File: src/rtl/spine_router_if.sv
// Bundle of the spine router's leaf and uplink ready/valid ports plus status.
// The slave modport is the router side; the master modport is the driver side.
interface spine_router_if #(
    parameter int DWIDTH = 16
);
    logic [4*DWIDTH-1:0] leaf_in_data;
    logic [3:0]          leaf_in_valid;
    logic [23:0]         leaf_in_dest;
    logic [3:0]          leaf_in_ready;

    logic [4*DWIDTH-1:0] leaf_out_data;
    logic [3:0]          leaf_out_valid;
    logic [23:0]         leaf_out_dest;
    logic [3:0]          leaf_out_ready;

    logic [DWIDTH-1:0]   up_in_data;
    logic                up_in_valid;
    logic [5:0]          up_in_dest;
    logic                up_in_ready;

    logic [DWIDTH-1:0]   up_out_data;
    logic                up_out_valid;
    logic [5:0]          up_out_dest;
    logic                up_out_ready;

    logic [4:0]          fifo_full;
    logic [4:0]          fifo_empty;
    logic [7:0]          drop_count;
    logic                busy;

    modport slave (
        input  leaf_in_data, leaf_in_valid, leaf_in_dest, leaf_out_ready,
        input  up_in_data, up_in_valid, up_in_dest, up_out_ready,
        output leaf_in_ready, leaf_out_data, leaf_out_valid, leaf_out_dest,
        output up_in_ready, up_out_data, up_out_valid, up_out_dest,
        output fifo_full, fifo_empty, drop_count, busy
    );

    modport master (
        output leaf_in_data, leaf_in_valid, leaf_in_dest, leaf_out_ready,
        output up_in_data, up_in_valid, up_in_dest, up_out_ready,
        input  leaf_in_ready, leaf_out_data, leaf_out_valid, leaf_out_dest,
        input  up_in_ready, up_out_data, up_out_valid, up_out_dest,
        input  fifo_full, fifo_empty, drop_count, busy
    );
endinterface

File: src/rtl/spine_router.sv
// Spine switch: five input FIFOs (leaf 0..3, uplink 4), per-output round-robin
// arbitration, registered ready/valid outputs and a saturating drop counter.
// Packets for this group go to leaf dest[1:0]; foreign packets from leaves go
// up; foreign packets arriving on the uplink are dropped.
module spine_router #(
    parameter int         DWIDTH     = 16,
    parameter int         FIFO_DEPTH = 8,
    parameter logic [3:0] GROUP_ID   = 4'b0101
) (
    input  logic          clk,
    input  logic          reset,
    spine_router_if.slave bus
);
    localparam int NP = 5;
    localparam int AW = $clog2(FIFO_DEPTH);
    localparam int EW = DWIDTH + 6;
    localparam logic [AW:0] FULL_CNT = (AW+1)'(FIFO_DEPTH);

    // Unpacked per-port views of the bus (index 4 = uplink)
    logic [DWIDTH-1:0] in_data [NP];
    logic [5:0]        in_dest [NP];
    logic [NP-1:0]     in_valid;
    logic [NP-1:0]     out_ready;

    // Input FIFO state
    logic [AW-1:0]     wr_ptr_q [NP];
    logic [AW-1:0]     rd_ptr_q [NP];
    logic [AW:0]       count_q  [NP];
    logic [NP-1:0]     fifo_full_w;
    logic [NP-1:0]     fifo_empty_w;
    logic [NP-1:0]     push;
    logic [NP-1:0]     pop;

    // Head-of-line routing
    logic [EW-1:0]     head_entry [NP];
    logic [5:0]        head_dest  [NP];
    logic [DWIDTH-1:0] head_data  [NP];
    logic [2:0]        route_sel  [NP];
    logic [NP-1:0]     route_ok;
    logic [NP-1:0]     drop_req;

    // Arbitration, indexed [output][input]
    logic [NP-1:0]     req     [NP];
    logic [NP-1:0]     gnt     [NP];
    logic              gnt_any [NP];
    logic [2:0]        gnt_idx [NP];
    logic [2:0]        rr_ptr_q [NP];

    // Output registers
    logic [NP-1:0]     out_valid_q;
    logic [NP-1:0]     out_free;
    logic [DWIDTH-1:0] out_data_q [NP];
    logic [5:0]        out_dest_q [NP];
    logic [7:0]        drop_count_q;

    logic [4*DWIDTH-1:0] leaf_out_data_w;
    logic [23:0]         leaf_out_dest_w;

    assign in_valid  = {bus.up_in_valid, bus.leaf_in_valid};
    assign out_ready = {bus.up_out_ready, bus.leaf_out_ready};

    // Split the packed leaf buses into per-port data/dest
    always_comb begin
        for (int k = 0; k < 4; k++) begin
            in_data[k] = bus.leaf_in_data[k*DWIDTH +: DWIDTH];
            in_dest[k] = bus.leaf_in_dest[k*6 +: 6];
        end
        in_data[4] = bus.up_in_data;
        in_dest[4] = bus.up_in_dest;
    end

    genvar gi, go;
    generate
        for (gi = 0; gi < NP; gi++) begin : g_in
            logic [EW-1:0] mem_q [FIFO_DEPTH];
            logic          is_local;

            assign fifo_full_w[gi]  = (count_q[gi] == FULL_CNT);
            assign fifo_empty_w[gi] = (count_q[gi] == '0);
            // Ready depends only on the registered count, so a pop in the
            // same cycle never opens room for a push into a full FIFO.
            assign push[gi] = in_valid[gi] & ~fifo_full_w[gi];

            // FIFO storage write; head is read asynchronously for 1-cycle latency
            always_ff @(posedge clk) begin
                if (push[gi]) begin
                    mem_q[wr_ptr_q[gi]] <= {in_dest[gi], in_data[gi]};
                end
            end

            assign head_entry[gi] = mem_q[rd_ptr_q[gi]];
            assign head_dest[gi]  = head_entry[gi][EW-1 -: 6];
            assign head_data[gi]  = head_entry[gi][DWIDTH-1:0];
            assign is_local       = (head_dest[gi][5:2] == GROUP_ID);
            assign route_sel[gi]  = is_local ? {1'b0, head_dest[gi][1:0]} : 3'd4;

            if (gi == NP-1) begin : g_up
                // Foreign traffic from the super-spine has nowhere to go
                assign route_ok[gi] = ~fifo_empty_w[gi] & is_local;
                assign drop_req[gi] = ~fifo_empty_w[gi] & ~is_local;
            end else begin : g_leaf
                assign route_ok[gi] = ~fifo_empty_w[gi];
                assign drop_req[gi] = 1'b0;
            end

            for (go = 0; go < NP; go++) begin : g_req
                assign req[go][gi] = route_ok[gi] && (route_sel[gi] == 3'(go));
            end
        end

        for (go = 0; go < NP; go++) begin : g_arb
            assign out_free[go] = ~out_valid_q[go] | out_ready[go];

            // Round-robin search starting at this output's pointer
            always_comb begin
                logic [3:0] idx;
                idx          = '0;
                gnt_any[go]  = 1'b0;
                gnt_idx[go]  = '0;
                gnt[go]      = '0;
                for (int k = 0; k < NP; k++) begin
                    idx = {1'b0, rr_ptr_q[go]} + 4'(k);
                    if (idx >= 4'd5) begin
                        idx = idx - 4'd5;
                    end
                    if (!gnt_any[go] && req[go][idx[2:0]]) begin
                        gnt_any[go] = 1'b1;
                        gnt_idx[go] = idx[2:0];
                    end
                end
                if (gnt_any[go] && out_free[go]) begin
                    gnt[go][gnt_idx[go]] = 1'b1;
                end
            end
        end
    endgenerate

    // Each head has a single route, so OR-ing grants gives at most one pop per FIFO
    always_comb begin
        pop = drop_req;
        for (int o = 0; o < NP; o++) begin
            pop = pop | gnt[o];
        end
    end

    // FIFO pointer and occupancy update
    always_ff @(posedge clk or posedge reset) begin
        if (reset) begin
            for (int i = 0; i < NP; i++) begin
                wr_ptr_q[i] <= '0;
                rd_ptr_q[i] <= '0;
                count_q[i]  <= '0;
            end
        end else begin
            for (int i = 0; i < NP; i++) begin
                if (push[i]) wr_ptr_q[i] <= wr_ptr_q[i] + 1'b1;
                if (pop[i])  rd_ptr_q[i] <= rd_ptr_q[i] + 1'b1;
                case ({push[i], pop[i]})
                    2'b10:   count_q[i] <= count_q[i] + 1'b1;
                    2'b01:   count_q[i] <= count_q[i] - 1'b1;
                    default: count_q[i] <= count_q[i];
                endcase
            end
        end
    end

    // Output registers and round-robin pointers; a stalled output holds everything
    always_ff @(posedge clk or posedge reset) begin
        if (reset) begin
            out_valid_q <= '0;
            for (int o = 0; o < NP; o++) begin
                out_data_q[o] <= '0;
                out_dest_q[o] <= '0;
                rr_ptr_q[o]   <= '0;
            end
        end else begin
            for (int o = 0; o < NP; o++) begin
                if (out_free[o]) begin
                    if (gnt_any[o]) begin
                        out_valid_q[o] <= 1'b1;
                        out_data_q[o]  <= head_data[gnt_idx[o]];
                        out_dest_q[o]  <= head_dest[gnt_idx[o]];
                        rr_ptr_q[o]    <= (gnt_idx[o] == 3'd4) ? 3'd0 : gnt_idx[o] + 3'd1;
                    end else begin
                        out_valid_q[o] <= 1'b0;
                    end
                end
            end
        end
    end

    // Saturating count of uplink packets discarded for a foreign group
    always_ff @(posedge clk or posedge reset) begin
        if (reset) begin
            drop_count_q <= '0;
        end else if ((|drop_req) && (drop_count_q != 8'hFF)) begin
            drop_count_q <= drop_count_q + 8'd1;
        end
    end

    // Repack per-port output registers onto the leaf buses
    always_comb begin
        for (int k = 0; k < 4; k++) begin
            leaf_out_data_w[k*DWIDTH +: DWIDTH] = out_data_q[k];
            leaf_out_dest_w[k*6 +: 6]           = out_dest_q[k];
        end
    end

    assign bus.leaf_in_ready  = ~fifo_full_w[3:0];
    assign bus.up_in_ready    = ~fifo_full_w[4];
    assign bus.leaf_out_data  = leaf_out_data_w;
    assign bus.leaf_out_dest  = leaf_out_dest_w;
    assign bus.leaf_out_valid = out_valid_q[3:0];
    assign bus.up_out_data    = out_data_q[4];
    assign bus.up_out_dest    = out_dest_q[4];
    assign bus.up_out_valid   = out_valid_q[4];
    assign bus.fifo_full      = fifo_full_w;
    assign bus.fifo_empty     = fifo_empty_w;
    assign bus.drop_count     = drop_count_q;
    assign bus.busy           = |out_valid_q;
endmodule
File: src/flat_wrapper.sv
// flat-port wrapper written by rule: the top's interface ports become plain ports
module spine_router_flat 
#(
    parameter int         DWIDTH     = 16,
    parameter int         FIFO_DEPTH = 8,
    parameter logic [3:0] GROUP_ID   = 4'b0101
)
  (clk, reset, bus_leaf_in_data, bus_leaf_in_valid, bus_leaf_in_dest, bus_leaf_out_ready, bus_up_in_data, bus_up_in_valid, bus_up_in_dest, bus_up_out_ready, bus_leaf_in_ready, bus_leaf_out_data, bus_leaf_out_valid, bus_leaf_out_dest, bus_up_in_ready, bus_up_out_data, bus_up_out_valid, bus_up_out_dest, bus_fifo_full, bus_fifo_empty, bus_drop_count, bus_busy);
  spine_router_if #(.DWIDTH(DWIDTH)) bus_i ();
  input  logic clk;
  input  logic reset;
  input wire logic [$bits(bus_i.leaf_in_data)-1:0] bus_leaf_in_data;
  input wire logic [$bits(bus_i.leaf_in_valid)-1:0] bus_leaf_in_valid;
  input wire logic [$bits(bus_i.leaf_in_dest)-1:0] bus_leaf_in_dest;
  input wire logic [$bits(bus_i.leaf_out_ready)-1:0] bus_leaf_out_ready;
  input wire logic [$bits(bus_i.up_in_data)-1:0] bus_up_in_data;
  input wire logic [$bits(bus_i.up_in_valid)-1:0] bus_up_in_valid;
  input wire logic [$bits(bus_i.up_in_dest)-1:0] bus_up_in_dest;
  input wire logic [$bits(bus_i.up_out_ready)-1:0] bus_up_out_ready;
  output wire logic [$bits(bus_i.leaf_in_ready)-1:0] bus_leaf_in_ready;
  output wire logic [$bits(bus_i.leaf_out_data)-1:0] bus_leaf_out_data;
  output wire logic [$bits(bus_i.leaf_out_valid)-1:0] bus_leaf_out_valid;
  output wire logic [$bits(bus_i.leaf_out_dest)-1:0] bus_leaf_out_dest;
  output wire logic [$bits(bus_i.up_in_ready)-1:0] bus_up_in_ready;
  output wire logic [$bits(bus_i.up_out_data)-1:0] bus_up_out_data;
  output wire logic [$bits(bus_i.up_out_valid)-1:0] bus_up_out_valid;
  output wire logic [$bits(bus_i.up_out_dest)-1:0] bus_up_out_dest;
  output wire logic [$bits(bus_i.fifo_full)-1:0] bus_fifo_full;
  output wire logic [$bits(bus_i.fifo_empty)-1:0] bus_fifo_empty;
  output wire logic [$bits(bus_i.drop_count)-1:0] bus_drop_count;
  output wire logic [$bits(bus_i.busy)-1:0] bus_busy;
  assign bus_i.leaf_in_data = bus_leaf_in_data;
  assign bus_i.leaf_in_valid = bus_leaf_in_valid;
  assign bus_i.leaf_in_dest = bus_leaf_in_dest;
  assign bus_i.leaf_out_ready = bus_leaf_out_ready;
  assign bus_i.up_in_data = bus_up_in_data;
  assign bus_i.up_in_valid = bus_up_in_valid;
  assign bus_i.up_in_dest = bus_up_in_dest;
  assign bus_i.up_out_ready = bus_up_out_ready;
  assign bus_leaf_in_ready = bus_i.leaf_in_ready;
  assign bus_leaf_out_data = bus_i.leaf_out_data;
  assign bus_leaf_out_valid = bus_i.leaf_out_valid;
  assign bus_leaf_out_dest = bus_i.leaf_out_dest;
  assign bus_up_in_ready = bus_i.up_in_ready;
  assign bus_up_out_data = bus_i.up_out_data;
  assign bus_up_out_valid = bus_i.up_out_valid;
  assign bus_up_out_dest = bus_i.up_out_dest;
  assign bus_fifo_full = bus_i.fifo_full;
  assign bus_fifo_empty = bus_i.fifo_empty;
  assign bus_drop_count = bus_i.drop_count;
  assign bus_busy = bus_i.busy;
  spine_router #(.DWIDTH(DWIDTH), .FIFO_DEPTH(FIFO_DEPTH), .GROUP_ID(GROUP_ID)) u_core (.clk(clk), .reset(reset), .bus(bus_i));
endmodule
File: config.mk
export PLATFORM = sky130hd
export DESIGN_NAME = spine_router_flat
export DESIGN_NICKNAME = d
export VERILOG_FILES = /design/src/rtl/spine_router_if.sv /design/src/rtl/spine_router.sv /design/src/flat_wrapper.sv
export SDC_FILE = /design/constraint.sdc
export NUM_CORES = 2
export LEC_CHECK = 0
export BUFFER_PORTS_ARGS = -buffer_cell sky130_fd_sc_hd__buf_4
export CORE_UTILIZATION = 55
export DETAILED_ROUTE_END_ITERATION = 7
export PLACE_DENSITY = 0.79
export SLEW_MARGIN = 30
export SYNTH_ARGS = -nofsm -noshare
export SYNTH_HDL_FRONTEND = slang
export SYNTH_SLANG_ARGS = --single-unit
export TNS_END_PERCENT = 30
File: constraint.sdc
create_clock -name clk -period 7.7 [get_ports clk]
set_input_delay 0.385 -clock clk [delete_from_list [all_inputs] [get_ports clk]]
set_output_delay 0.385 -clock clk [all_outputs]
set_load 0.005 [all_outputs]
==> flow_summary.yaml <==
route:
  wl_per_cell_um: 28.8
  postRouteWirelength_mm: 147
  drtIter0Drc: 4159
  via_count: 33600
  first_pass_iters: 7
  drc: 0
  vias_per_cell: 6.56
  ant_nets: 0
clock_tree:
  numCtsBuffers: 105
  clock_latency_ns: 0.73
  cts_root_buffer: "clkbuf_16"
  cts_hold_buf: 117
  post_cts_resized: 0
  clk_pin_slew_ns: 0.06
  postCtsSetupRepairBufs: 0
  clock-sinks: 1068
  cts_max_path_buffers: 3
  cts_tree: "done"
  htree_num_levels: 3
timing:
  finalHoldViolCount: 0
  fin_skew_ns: 0.0796
  relSlewSlack: 0.244
  period_needed_ns: 7.01
  period_share: 0.911
  worst_slack_ns: 0.688
  worst_hold_slack_ns: 0.150
  fmax_ghz: 0.143
  tns_ns: 0
  rsz0062_at_grt: "false"
  worst_pin_slew_ns: 1.11
  slew_violations: 0
  finalSetupViolations: 0
yosys:
  synth_warnings: 0
  ys_ff_latch: 1068
  synthCells: 3448
  ys_types: 115
  syn_avg_cell_area_um2: 14.5
  synth_ff_type: "edfxtp_1"
  synth_edf_count: 880
  synth_nets: 3655
  ys_seq_area_frac: 0.622
  async_flop_share: 0.176
  synth_area_um2: 50000
job:
  drv_cap: 0
setup_path:
  crit_fanout: 27
  slowest_stage: "a2111oi_0"
  start_kind: "register"
  crit_family: "compound AO/OA/AOI/OAI gates"
  crit_chain: "inv_1 -> ha_1 -> ha_1 -> nand2_1 -> o21ai_0 -> xnor2_1 -> a2111oi_0 -> a211oi_1 -> a41oi_1 -> a2111oi_0 -> o31ai_4 -> buf_4 -> nor2b_1 -> a31oi_1 -> o221ai_1 -> nor2_2 -> inv_1 -> ha_1 -> ha_1 -> a21o_1 -> a21oi_1 -> xnor2_1 -> nor2_1 -> xor2_1"
  crit_required_ns: 8.23
  end_kind: "register"
  arrival_ns: 7.54
  cp.buffers_inverters: 3
  path_class: "reg2reg"
  cp_common_cell: "ha_1"
  cpPeakStageDelay_ns: 0.66
floorplan:
  start_util: 0.556
  die_area_um2: 92100
  die_w_um: 304
  die_h_um: 304
  io_pins: 261
  fp-row-count: 110
  core_area_um2: 90000
global_routing:
  antenna_found_initial: 4
  track_usage: 0.320
  grt_pass1_wl_mm: 215
  grt_pass1_vias: 32800
  overflow: 0
  grt_max_degree: 80
placed_design:
  hpwl_mm: 97.9
  pre_cts_ws_ns: 1.08
  portBuffers: 260
  gp_congestion: 0.996
layout:
  layout_common_cells: "edfxtp_1, buf_4, mux4_2"
  final_common_cell: "edfxtp_1"
  nets: 4057
  areaGrowthSynthToFinish_pct: 16.8
  fin_util: 0.649
  drive_gt1_frac: 0.243
status:
  status: "complete, no violations"
min_path:
  hp-class: "in2reg"
==> worst reg2reg max path: stages, from the launching register on <==
cell and delay [ns]:
dfrtp_1 0.57, inv_1 0.24, ha_1 0.27, ha_1 0.47, nand2_1 0.12, o21ai_0 0.32
xnor2_1 0.26, a2111oi_0 0.23, a211oi_1 0.64, a41oi_1 0.32, a2111oi_0 0.66, o31ai_4 0.15
buf_4 0.25, nor2b_1 0.21, a31oi_1 0.29, o221ai_1 0.30, nor2_2 0.24, inv_1 0.07
ha_1 0.23, ha_1 0.30, a21o_1 0.18, a21oi_1 0.17, xnor2_1 0.14, nor2_1 0.07
xor2_1 0.15
==> Yosys cell counts (9+ instances only) <==
cell type,n,area (um^2)
a211o_1,11,96.3
a211oi_1,57,428
a21o_1,16,120
a21oi_1,133,666
a221oi_1,29,254
a22oi_1,35,263
a31oi_1,41,257
and2_1,23,144
and3_1,13,81.3
buf_1,30,113
buf_2,40,200
clkbuf_1,99,372
dfrtp_1,188,4700
edfxtp_1,880,26400
fa_1,10,200
ha_1,75,938
inv_1,119,447
mux2_2,97,1090
mux2i_1,119,1190
mux4_2,210,4730
nand2_1,184,691
nand2b_1,63,394
nand3_1,67,335
nand3b_1,14,105
nand4_1,17,106
nand4b_1,10,87.6
nor2_1,217,815
nor2b_1,34,213
nor3_1,67,335
nor4_1,19,119
o211ai_1,27,203
o21a_1,9,67.6
o21ai_0,110,551
o221ai_1,14,123
o22a_1,14,123
o22ai_1,53,332
o31ai_1,9,67.6
or2_2,15,93.8
or3_1,17,106
xnor2_1,52,455
xor2_1,17,149
==> path summary, 6_finish.rpt <==
kind	end	start	slack, ns	cells past startpoint
max in group asynchronous	u_core.rd_ptr_q[3]	reset	5.93	4
max reg2reg	u_core.count_q[19]	u_core.rr_ptr_q[4]	0.69	24
min	u_core.out_valid_q[2]	bus_leaf_out_ready[2]	0.15	3
max	u_core.count_q[19]	u_core.rr_ptr_q[4]	0.69	24
min in group asynchronous	u_core.wr_ptr_q[10]	reset	0.26	3
min reg2reg	u_core.bus.leaf_out_dest[10]	u_core.bus.leaf_out_dest[10]	0.47	1
==> routing by layer <==
layer / track usage / vias up / routed length (um)
met1: 0.427 / 16800 / 56000
met2: 0.501 / 2018 / 69400
met3: 0.0780 / 440 / 14600
li1: - / 14300 / -
met4: 0.145 / 4 / 7360
met5: 0 / - / 16
==> through the flow <==
stage | std cells | instance area [um^2]
floorplan | 3448 | 50000
global placement | 4802 | 53700
detailed placement | 4802 | 53700
CTS | 5117 | 58400
global route | 5118 | 58400
finish | 5118 | 58400
==> cells by family after synthesis <==
family	share of synthesized area
mux	0.141
buf+inv	0.0245
simple gates	0.0843
fa+ha+maj	0.0228
flops	0.622
xor+xnor	0.0121
compound gates	0.0927
==> sequential cells by signal, indices dropped and copies added, names as in the netlist <==
signal / count
u_core.bus.drop_count: 8
u_core.rd_ptr_q: 15
u_core.bus.up_out_data: 16
u_core.bus.leaf_out_dest: 24
u_core.rr_ptr_q: 15
u_core.bus.up_out_dest: 6
u_core.count_q: 20
u_core.out_valid_q: 5
u_core.g_in.mem_q: 880
u_core.wr_ptr_q: 15
u_core.bus.leaf_out_data: 64
==> area by class of cell <==
class	instances	area (um^2)
flip-flops and latches	1068	31100
clock inverters	69	761
well taps	1176	1470
repair buffers	472	3840
diodes	1	2.50
clock buffers	129	2810
fillers	6146	31600
inverters	126	485
multi-input cells	2077	17900
Power is left out: the tool's default activity adds up to more than one toggle a clock period on the data nets, which glitch-free logic cannot reach.
